$ cat src/rtl/a23_copro15_pkg.sv
// Shared definitions for the CP15 system-control block: register numbers,
// coprocessor operation codes and the cache-flush handshake states.
package a23_copro15_pkg;

    localparam logic [3:0] CRN_ID         = 4'd0;
    localparam logic [3:0] CRN_FLUSH      = 4'd1;
    localparam logic [3:0] CRN_CTRL       = 4'd2;
    localparam logic [3:0] CRN_CACHEABLE  = 4'd3;
    localparam logic [3:0] CRN_UPDATEABLE = 4'd4;
    localparam logic [3:0] CRN_DISRUPTIVE = 4'd5;
    localparam logic [3:0] CRN_FSTATUS    = 4'd6;
    localparam logic [3:0] CRN_FADDR      = 4'd7;
    localparam logic [3:0] CRN_FPOP       = 4'd8;
    localparam logic [3:0] CRN_FLUSHSTAT  = 4'd9;

    localparam logic [1:0] OP_READ  = 2'd1;
    localparam logic [1:0] OP_WRITE = 2'd2;

    typedef enum logic [1:0] {
        FLUSH_IDLE = 2'd0,
        FLUSH_REQ  = 2'd1,
        FLUSH_GAP  = 2'd2
    } flush_state_t;

endpackage

$ cat src/rtl/a23_fault_fifo.sv
// Fault log FIFO: circular buffer with push/pop/clear, sticky overflow on
// dropped pushes. Clear takes effect before a same-cycle push.
module a23_fault_fifo #(
    parameter int DEPTH = 4,
    parameter int WIDTH = 40,
    localparam int AW   = $clog2(DEPTH),
    localparam int CW   = $clog2(DEPTH) + 1
) (
    input  logic             clk,
    input  logic             rst,
    input  logic             push,
    input  logic             pop,
    input  logic             clear,
    input  logic [WIDTH-1:0] push_data,
    output logic [WIDTH-1:0] head_data,
    output logic [CW-1:0]    count,
    output logic             full,
    output logic             empty,
    output logic             overflow
);

    logic [WIDTH-1:0] mem [DEPTH];
    logic [AW-1:0]    rd_ptr;
    logic [AW-1:0]    wr_ptr;
    logic             do_pop;
    logic             do_push;
    logic             wr_en;
    logic [AW-1:0]    wr_addr;

    assign full    = (count == CW'(DEPTH));
    assign empty   = (count == '0);
    assign do_pop  = pop && !empty && !clear;
    // A pop in the same cycle frees the slot the push lands in.
    assign do_push = push && (!full || do_pop);
    assign wr_en   = clear ? push : do_push;
    assign wr_addr = clear ? '0 : wr_ptr;

    assign head_data = mem[rd_ptr];

    always_ff @(posedge clk) begin
        if (wr_en) begin
            mem[wr_addr] <= push_data;
        end
    end

    always_ff @(posedge clk or posedge rst) begin
        if (rst) begin
            rd_ptr   <= '0;
            wr_ptr   <= '0;
            count    <= '0;
            overflow <= 1'b0;
        end else if (clear) begin
            rd_ptr   <= '0;
            wr_ptr   <= push ? AW'(1) : '0;
            count    <= push ? CW'(1) : '0;
            overflow <= 1'b0;
        end else begin
            if (do_pop) begin
                rd_ptr <= rd_ptr + AW'(1);
            end
            if (do_push) begin
                wr_ptr <= wr_ptr + AW'(1);
            end
            count <= count + CW'(do_push) - CW'(do_pop);
            if (push && !do_push) begin
                overflow <= 1'b1;
            end
        end
    end

endmodule

$ cat src/rtl/a23_copro15_ctrl.sv
// CP15 system-control block: cache control, region masks, fault log and a
// request/acknowledge cache flush with single-entry coalescing.
module a23_copro15_ctrl
    import a23_copro15_pkg::*;
#(
    parameter int          REGION_BITS = 32,
    parameter int          FAULT_DEPTH = 4,
    parameter logic [31:0] CPU_ID      = 32'h4156_0400
) (
    input  logic                   i_clk,
    input  logic                   i_rst,
    input  logic                   i_fetch_stall,
    input  logic [3:0]             i_copro_crn,
    input  logic [1:0]             i_copro_operation,
    input  logic [31:0]            i_copro_write_data,
    input  logic                   i_fault,
    input  logic [7:0]             i_fault_status,
    input  logic [31:0]            i_fault_address,
    input  logic                   i_cache_flush_ack,
    output logic [31:0]            o_copro_read_data,
    output logic                   o_cache_enable,
    output logic                   o_cache_flush_req,
    output logic [REGION_BITS-1:0] o_cacheable_area,
    output logic [REGION_BITS-1:0] o_updateable_area,
    output logic [REGION_BITS-1:0] o_disruptive_area,
    output logic                   o_fault_pending
);

    localparam int CW = $clog2(FAULT_DEPTH) + 1;

    logic [2:0]   cache_control;
    flush_state_t flush_state;
    logic         flush_pending;
    logic         flush_busy;
    logic         wr_en;
    logic         flush_wr;
    logic         fifo_pop;
    logic         fifo_clear;
    logic         fifo_push;
    logic [39:0]  head_data;
    logic [CW-1:0] fifo_count;
    logic         fifo_full;
    logic         fifo_empty;
    logic         fifo_overflow;
    logic [7:0]   head_status;
    logic [31:0]  head_address;
    logic [31:0]  read_next;

    function automatic logic [31:0] zext(input logic [REGION_BITS-1:0] mask);
        zext = '0;
        zext[REGION_BITS-1:0] = mask;
    endfunction

    assign wr_en      = !i_fetch_stall && (i_copro_operation == OP_WRITE);
    assign flush_wr   = wr_en && (i_copro_crn == CRN_FLUSH);
    assign fifo_pop   = wr_en && (i_copro_crn == CRN_FPOP) && !i_copro_write_data[0];
    assign fifo_clear = wr_en && (i_copro_crn == CRN_FPOP) && i_copro_write_data[0];
    assign fifo_push  = !i_fetch_stall && i_fault;
    assign flush_busy = (flush_state != FLUSH_IDLE);

    assign head_status  = fifo_empty ? 8'd0  : head_data[39:32];
    assign head_address = fifo_empty ? 32'd0 : head_data[31:0];

    assign o_cache_enable  = cache_control[0];
    assign o_fault_pending = !fifo_empty;

    a23_fault_fifo #(
        .DEPTH (FAULT_DEPTH),
        .WIDTH (40)
    ) u_fault_fifo (
        .clk       (i_clk),
        .rst       (i_rst),
        .push      (fifo_push),
        .pop       (fifo_pop),
        .clear     (fifo_clear),
        .push_data ({i_fault_status, i_fault_address}),
        .head_data (head_data),
        .count     (fifo_count),
        .full      (fifo_full),
        .empty     (fifo_empty),
        .overflow  (fifo_overflow)
    );

    always_comb begin
        read_next = 32'd0;
        case (i_copro_crn)
            CRN_ID:         read_next = CPU_ID;
            CRN_CTRL:       read_next = {29'd0, cache_control};
            CRN_CACHEABLE:  read_next = zext(o_cacheable_area);
            CRN_UPDATEABLE: read_next = zext(o_updateable_area);
            CRN_DISRUPTIVE: read_next = zext(o_disruptive_area);
            CRN_FSTATUS:    read_next = {fifo_overflow, 15'd0, 8'(fifo_count), head_status};
            CRN_FADDR:      read_next = head_address;
            CRN_FLUSHSTAT:  read_next = {30'd0, flush_pending, flush_busy};
            default:        read_next = 32'd0;
        endcase
    end

    always_ff @(posedge i_clk or posedge i_rst) begin
        if (i_rst) begin
            cache_control     <= '0;
            o_cacheable_area  <= '0;
            o_updateable_area <= '0;
            o_disruptive_area <= '0;
            o_copro_read_data <= '0;
        end else if (!i_fetch_stall) begin
            o_copro_read_data <= read_next;
            if (wr_en) begin
                case (i_copro_crn)
                    CRN_CTRL:       cache_control     <= i_copro_write_data[2:0];
                    CRN_CACHEABLE:  o_cacheable_area  <= i_copro_write_data[REGION_BITS-1:0];
                    CRN_UPDATEABLE: o_updateable_area <= i_copro_write_data[REGION_BITS-1:0];
                    CRN_DISRUPTIVE: o_disruptive_area <= i_copro_write_data[REGION_BITS-1:0];
                    default: ;
                endcase
            end
        end
    end

    // The ack comes from the cache, so it is honoured even while the core stalls.
    always_ff @(posedge i_clk or posedge i_rst) begin
        if (i_rst) begin
            flush_state       <= FLUSH_IDLE;
            flush_pending     <= 1'b0;
            o_cache_flush_req <= 1'b0;
        end else begin
            case (flush_state)
                FLUSH_IDLE: begin
                    if (flush_wr) begin
                        flush_state       <= FLUSH_REQ;
                        o_cache_flush_req <= 1'b1;
                    end
                end
                FLUSH_REQ: begin
                    if (i_cache_flush_ack) begin
                        o_cache_flush_req <= 1'b0;
                        flush_pending     <= 1'b0;
                        flush_state       <= (flush_pending || flush_wr) ? FLUSH_GAP : FLUSH_IDLE;
                    end else if (flush_wr) begin
                        flush_pending <= 1'b1;
                    end
                end
                FLUSH_GAP: begin
                    flush_state       <= FLUSH_REQ;
                    o_cache_flush_req <= 1'b1;
                    if (flush_wr) begin
                        flush_pending <= 1'b1;
                    end
                end
                default: begin
                    flush_state       <= FLUSH_IDLE;
                    flush_pending     <= 1'b0;
                    o_cache_flush_req <= 1'b0;
                end
            endcase
        end
    end

endmodule

$ cat config.mk
export PLATFORM = sky130hd
export DESIGN_NAME = a23_copro15_ctrl
export DESIGN_NICKNAME = d
export VERILOG_FILES = /design/src/rtl/a23_copro15_pkg.sv /design/src/rtl/a23_fault_fifo.sv /design/src/rtl/a23_copro15_ctrl.sv
export SDC_FILE = /design/constraint.sdc
export NUM_CORES = 1
export LEC_CHECK = 0
export ABC_CLOCK_PERIOD_IN_PS = 6900
export CAP_MARGIN = 20
export CORE_ASPECT_RATIO = 1.4
export CORE_MARGIN = 2
export CORE_UTILIZATION = 45
export DETAILED_ROUTE_END_ITERATION = 8
export PLACE_DENSITY = 0.68
export SLEW_MARGIN = 20
export SYNTH_ARGS = -nofsm -noshare
export SYNTH_HDL_FRONTEND = slang
export SYNTH_SLANG_ARGS = --single-unit
$ cat constraint.sdc
create_clock -name i_clk -period 6.9 [get_ports i_clk]
set_clock_uncertainty 0.1 [all_clocks]
set_input_delay 1.38 -clock i_clk [delete_from_list [all_inputs] [get_ports i_clk]]
set_output_delay 1.38 -clock i_clk [all_outputs]
set_load 0.1 [all_outputs]
Yosys cells after proc, flatten, opt, wreduce, memory -nomap -nowiden
Memories as Yosys holds them, arrays and structs flattened.
Cells that the tools add are included.

word-level totals
  latch bits = 0
  word-level logic and storage cells = 89
  ROM bits = 0
  bits of input ports = 83
  memories = 1
  flip-flop bits (word level) = 143
  RAM bits = 160
  output and inout port bits = 131

operators by class
  divide/modulo/power cells = 0
  bitwise logic cells = 1
  equality and inequality tests = 15
  order comparisons = 0
  shift operators = 0
  multipliers = 0
  add/sub/neg operators = 4
  reductions and logical operators = 30
  muxes and demuxes = 26

memories
  memory            words  width  read ports  clocked after memory_dff  wr ports  line                  text
  u_fault_fifo.mem  4      40     1           0                         1         a23_fault_fifo.sv:22  logic [WIDTH-1:0] mem [DEPTH];

operators with widths
  kind                 number
  $pmux 32 s8          1
  $mux 32              1
  $eq 4x3->1 const B   4
  $mux 2               8
  $reduce_and 3->1     4
  $mux 1               11
  $logic_and 1x1->1    10
  $eq 4x2->1 const B   2
  $eq 4x4->1 const B   2
  $mux 8               1
  $reduce_bool 2->1    4
  $logic_not 1->1      6
  $pmux 1 s3           2
  $pmux 2 s3           1
  $add 2x1->2 const B  2
  $eq 2x2->1 const B   2
  $eq 4x1->1 const B   1
  $logic_not 4->1      1
  $ne 2x2->1 const B   2
  $add 3x1->3          1
  $eq 3x3->1 const B   1
  $logic_not 3->1      1
  $mux 3               1
  $sub 3x1->3          1
  other kinds (5)      6

Logic depth before layout (Yosys ltp)
  word-level depth = 12
  mapped depth = 12
  depth with buffers taken out = 11

Modules after synthesis
From an unflattened synthesis, not the netlist that was laid out.

unflattened totals
  cell total of the unflattened synthesis = 724
  area, all modules = 12,290.5 um2

modules (own cells, without submodules)
  module            area each (um2)  sequential area each (um2)  instances  cells an instance
  a23_fault_fifo    6,229.7          5,004.8                     1          259
  a23_copro15_ctrl  6,060.8          3,353.2                     1          465

Worst setup path before layout
OpenSTA, ideal clock, no wires.

  path type = in2reg
  from = in i_copro_crn[3]
  to = mem u_fault_fifo.mem[2][0] (enable)
  required time = 6,263 ps
  slack = 19 ps
  arrival = 6,244 ps
  path buffers = 1
  setup time = 537 ps
  stages on the path = 5
  cells stage by stage = buf_4 or4b_1 o31a_1 nand2b_1 nor4_1

between the ends
  word-level cells in the longest chain between the ends = 10
  elaborated cells on any way between the ends = 13
  classes of those cells = eq/ne: 1; mux: 4; reduce/logical: 8

ends and longest elaborated chain
  what                                                         line                                            text
  start: declaration                                           a23_copro15_ctrl.sv:13                          input logic [3:0] i_copro_crn,
  $eq 4x4->1 (*)                                               a23_copro15_ctrl.sv:56, a23_copro15_ctrl.sv:57
  $logic_and 1x1->1 (*)                                        a23_copro15_ctrl.sv:56, a23_copro15_ctrl.sv:57
  $logic_and 1x1->1, on equally long branches                  a23_copro15_ctrl.sv:56, a23_copro15_ctrl.sv:57
  $logic_and 1x1->1 / $logic_not 1->1 (equally long branches)  a23_fault_fifo.sv:32                            assign do_pop = pop && !empty && !clear;
  $logic_and 1x1->1                                            a23_fault_fifo.sv:32
  $logic_or 1x1->1                                             a23_fault_fifo.sv:34                            assign do_push = push && (!full || do_pop);
  $logic_and 1x1->1                                            a23_fault_fifo.sv:34
  $mux 1                                                       a23_fault_fifo.sv:35                            assign wr_en = clear ? push : do_push;
  $mux 1                                                       a23_fault_fifo.sv:41                            if (wr_en) begin
  $mux 1 (not written as such)                                 a23_fault_fifo.sv:42                            mem[wr_addr] <= push_data;
  end: declaration                                             a23_fault_fifo.sv:22

Every way passes the cells marked *; elsewhere a longest branch is shown, timed or not.

Final worst setup path
  from = in i_copro_crn[1]
  to = mem u_fault_fifo.mem[0][23] (enable)

The elaborated chain is that of the path after synthesis.

==> impl_summary.md <==
Drt
The final route contains 7,484 vias. The number of vias per cell after detailed routing is 5.598. The length of the first detailed-routing pass in iterations is 7. The detailed router finished its first iteration with 659 violations. The count of nets left with antenna violations once routing finished came out at 0. For this run, design rule violations remaining after detail routing come to 0.

In the final routed layout, each cell accounts on average for 22.13 um. The routed wire length is 29,590 um.

Synth
Yosys mapped the design onto 61 distinct sky130hd cell types. The count of flip-flops with a built-in enable after synthesis is 160. The post-synthesis async set-or-reset flop share is 47.02%.

The flop and latch count out of synthesis is 302. The sequential-to-total area share from yosys stat is 67.73%. A synthesized cell averages 16.54 sq um. The number of synthesis warnings is 0. The mapped cell area is 0.01234 sq mm. The largest area contributor in the netlist is sky130_fd_sc_hd__edfxtp_1. The share of the synthesized area in the top cell type is 38.93%.

Ranked by total cell area, the synthesized netlist is headed by sky130_fd_sc_hd__edfxtp_1 (39%), sky130_fd_sc_hd__dfrtp_1 (29%), sky130_fd_sc_hd__mux4_2 (7.3%). The cell count after synthesis is 746. In the synthesized netlist the dominant register cell turns out to be sky130_fd_sc_hd__edfxtp_1.

The number of nets in the synthesized netlist is 836.

Setup path
For the worst setup path, the data required time is 7.03 ns. The signal on the critical path passes through clkdlybuf4s50_1 > or4b_1 > o31a_1 > nand2b_1 > o21ai_4 > buf_4. The cell with the biggest individual delay on the critical path is sky130_fd_sc_hd__clkdlybuf4s50_1. The dominant delay contributor by cell family on the critical path is buffers and inverters. The capturing element type of the critical path is a register. The critical path class is input port to register. For this run, the slowest stage of the critical path takes 0.87 ns. The worst path buffer plus inverter count is 2. The peak fanout along the critical path is 25. The signal arrival time at the worst endpoint is 4.75 ns. STA classifies the critical path startpoint as an input port.

Timing
The worst hold slack is 0.3895 ns. The setup-violating endpoint count in the final report is 0. Setup repair after global routing left no endpoint under its margin. For the pin with the worst max-slew slack, the measured transition is 1.096 ns. The number of max-slew violations in the final report is 0. The hold violation count in the final report is 0. The time the final worst path needs with I/O delays and setup is 4.622 ns. In the finished design, the share of the clock period the worst path needs comes to 66.98%.

For this run, the top clock speed supported by timing is 0.2164 GHz. Summed over all failing endpoints, the final setup total negative slack is 0 ns. The headroom to the max-slew limit is 26.74%.

Clock network
CTS built an H-tree with a depth of 1. The clock transition at the register clock pins on the worst setup and hold paths after CTS is 0.07 ns. In this run the clock root is driven by a sky130_fd_sc_hd__clkbuf_16.

Once the clock tree was built, the resizer swapped 0 gates to a different size. The longest clock path from root to sink contains 3 buffers. The clock insertion delay at the later pin of the skew report is 0.55 ns. The number of buffers added by the clock tree synthesis step is 28.

The number of clock sinks is 302. The TritonCTS clock tree is yes. Buffers inserted to repair hold after CTS numbered 0.

The total setup buffers inserted after CTS is 0.

Global routing
Entering global routing, the biggest net connects 102 pins. The initial antenna violation count is 1. The final global-route overflow total is 0. The first global-routing pass estimated 44,660 um of wire.

The global-route usage over all layers is 20.45%. The via count of the first global-routing pass is 7,492.

Placement
Routability-driven placement finished with a final weighted congestion of 0.8227. The post-detailed-placement half-perimeter wirelength is 19,820 um. The count of buffers from port buffering is 213.

Floorplanning
Once the floorplan was initialized, standard cells occupied 45.85% of the core. The die footprint is 0.02878 sq mm. The number of rows in the core area is 71. The floorplan core area is 0.02692 sq mm. The die span in y is 199.9 um. The number of top-level pins is 214.

Measured along the x axis, the die boundary spans 144.0 um.

Finish
The number of fill cells is 2,100. The area growth from synthesis to layout is 27.96%. The fraction of final layout cells with drive strength greater than 1 is 18.11%.

The antenna diode instance count is 0. The net total in the final layout is 1,040.

Power
The sequential share of power is 42.7%. The net switching power is 1774 uW. The combinational cell fraction of total power is 26.3%. The clock network fraction of design power is 31.0%. Dividing total power by cell area gives a power density of 332.2 mW/mm^2. Across the VDD grid, the largest voltage drop is 0.1953 mV. The internal power of the cells totals 3471 uW. The static leakage is 0.006011 uW. In this run switching power makes up 33.82% of total power.

Status
The flow ran to the end, and the final reports show no timing, DRC or antenna violations.

Job
Max-cap violations in this run came to 0.

Hold path
The min-delay analysis places its worst path in the category register to register.
[cell families after synthesis]
| group | share of synthesized area (%) |
|---|---|
| flip-flops | 67.73 |
| multiplexers | 16.91 |
| AO/OA/AOI/OAI | 7.077 |
| AND/OR/NAND/NOR | 5.029 |
| buffers and inverters | 2.271 |
| adder cells (fa/ha/maj) | 0.7705 |
| XOR/XNOR | 0.2130 |
[flip-flops by register name (all words and copies together), names as in the netlist]
register and flops:
cache_control 3, flush_pending 1, flush_state 2, o_cacheable_area 32, o_copro_read_data 32, o_disruptive_area 32
o_updateable_area 32, u_fault_fifo.count 3, u_fault_fifo.mem 160, u_fault_fifo.overflow 1, u_fault_fifo.rd_ptr 2, u_fault_fifo.wr_ptr 2
[synth_stat cells (3+ instances only)]
| cell | instances |
|---|---|
| sky130_fd_sc_hd__mux2_2 | 66 |
| sky130_fd_sc_hd__mux2i_1 | 6 |
| sky130_fd_sc_hd__mux2_1 | 34 |
| sky130_fd_sc_hd__nor3_1 | 5 |
| sky130_fd_sc_hd__a22oi_1 | 18 |
| sky130_fd_sc_hd__nand3b_1 | 5 |
| sky130_fd_sc_hd__buf_2 | 20 |
| sky130_fd_sc_hd__a221oi_1 | 8 |
| sky130_fd_sc_hd__mux4_2 | 40 |
| sky130_fd_sc_hd__nor2_1 | 13 |
| sky130_fd_sc_hd__dfrtp_1 | 142 |
| sky130_fd_sc_hd__a21boi_0 | 15 |
| sky130_fd_sc_hd__nand3_1 | 23 |
| sky130_fd_sc_hd__nor3b_1 | 5 |
| sky130_fd_sc_hd__a222oi_1 | 14 |
| sky130_fd_sc_hd__a21oi_1 | 12 |
| sky130_fd_sc_hd__nand2b_1 | 4 |
| sky130_fd_sc_hd__edfxtp_1 | 160 |
| sky130_fd_sc_hd__clkbuf_1 | 20 |
| sky130_fd_sc_hd__inv_1 | 12 |
| sky130_fd_sc_hd__o21ai_0 | 27 |
| sky130_fd_sc_hd__a32oi_1 | 3 |
| sky130_fd_sc_hd__a22o_1 | 9 |
| sky130_fd_sc_hd__buf_6 | 3 |
| sky130_fd_sc_hd__nand2_1 | 30 |
| sky130_fd_sc_hd__nor2b_1 | 4 |
| sky130_fd_sc_hd__buf_1 | 3 |
| sky130_fd_sc_hd__ha_1 | 6 |
[through the flow]
stage	setup slack, ns	cells	utilization [%]	instance area [sq um]	total power [uW]
finish	2.278	1337	58.67	15790	5245
detailed placement	1.685	1285	55.05	14820	3666
CTS	2.240	1337	58.67	15790	5289
floorplan	0.01861	746	-	12340	3259
global placement	1.763	1285	55.03	14810	3648
global route	2.021	1337	58.67	15790	5433
[final cells by class]
cell class / count / area, sq um / share of cell area, %
well taps: 365 / 456.7 / 2.892
clock buffers: 34 / 723.2 / 4.580
multi-input cells: 384 / 3756 / 23.79
flip-flops and latches: 302 / 8361 / 52.94
inverters: 12 / 50.05 / 0.3169
clock inverters: 18 / 250.2 / 1.585
repair buffers: 222 / 2195 / 13.90
[final timing paths]
check | from | endpoint | slack (ns) | depth (start not counted)
worst min register to register | o_copro_read_data[11] | o_copro_read_data[11] | 0.39 | 2
worst min-delay path | o_copro_read_data[11] | o_copro_read_data[11] | 0.39 | 2
max in group asynchronous | i_rst | o_disruptive_area[2] | 4.24 | 3
min in group asynchronous | i_rst | o_updateable_area[28] | 1.26 | 2
worst max register to register | u_fault_fifo.count[2] | u_fault_fifo.mem[0][23] | 4.27 | 5
worst max-delay path | i_copro_crn[1] | u_fault_fifo.mem[0][23] | 2.28 | 6
[layer usage]
| metal | share of wire [%] | wire [um] | global-route usage (%) | vias to the layer above |
|---|---|---|---|---|
| met1 | 43 | 12580 | 28.46 | 3848 |
| li1 | - | - | - | 3333 |
| met2 | 49 | 14530 | 33.77 | 246 |
| met5 | 0.044 | 13 | 0 | - |
| met4 | 3.3 | 962 | 6.645 | 2 |
| met3 | 5.1 | 1510 | 2.624 | 55 |
[worst reg2reg max path, cell delays in order, from the launching register on]
cell	delay (ns)
sky130_fd_sc_hd__dfrtp_1	0.43
sky130_fd_sc_hd__nor3b_1	0.17
sky130_fd_sc_hd__o31a_1	0.12
sky130_fd_sc_hd__nand2b_1	0.29
sky130_fd_sc_hd__o21ai_4	0.78
sky130_fd_sc_hd__buf_4	0.41
[power by group through the flow]
| stage | combinational, uW | clock (uW) | sequential (uW) |
|---|---|---|---|
| floorplan | 369 | 0 | 2890 |
| global placement | 1380 | 0 | 2270 |
| finish | 1380 | 1630 | 2240 |
| CTS | 1390 | 1660 | 2240 |
| detailed placement | 1390 | 0 | 2280 |
| global route | 1440 | 1730 | 2260 |
[cells in the final DEF, fill, tap and decap left out, types with 3 or more instances in the layout]
cell / count
sky130_fd_sc_hd__a21boi_0: 15
sky130_fd_sc_hd__a21oi_1: 12
sky130_fd_sc_hd__a221oi_1: 8
sky130_fd_sc_hd__a222oi_1: 14
sky130_fd_sc_hd__a22o_1: 9
sky130_fd_sc_hd__a22oi_1: 18
sky130_fd_sc_hd__a32oi_1: 3
sky130_fd_sc_hd__buf_4: 9
sky130_fd_sc_hd__bufinv_16: 6
sky130_fd_sc_hd__clkbuf_1: 6
sky130_fd_sc_hd__clkbuf_16: 28
sky130_fd_sc_hd__clkdlybuf4s50_1: 212
sky130_fd_sc_hd__clkinv_1: 5
sky130_fd_sc_hd__dfrtp_1: 140
sky130_fd_sc_hd__edfxtp_1: 160
sky130_fd_sc_hd__ha_1: 6
sky130_fd_sc_hd__inv_1: 11
sky130_fd_sc_hd__mux2_1: 34
sky130_fd_sc_hd__mux2_2: 66
sky130_fd_sc_hd__mux2i_1: 6
sky130_fd_sc_hd__mux4_2: 40
sky130_fd_sc_hd__nand2_1: 28
sky130_fd_sc_hd__nand2_2: 3
sky130_fd_sc_hd__nand2b_1: 4
sky130_fd_sc_hd__nand3_1: 23
sky130_fd_sc_hd__nand3b_1: 5
sky130_fd_sc_hd__nor2_1: 13
sky130_fd_sc_hd__nor2b_1: 4
sky130_fd_sc_hd__nor3_1: 3
sky130_fd_sc_hd__nor3b_1: 5
sky130_fd_sc_hd__o21ai_0: 27
No activity file was read; power rests on OpenSTA's default activity.
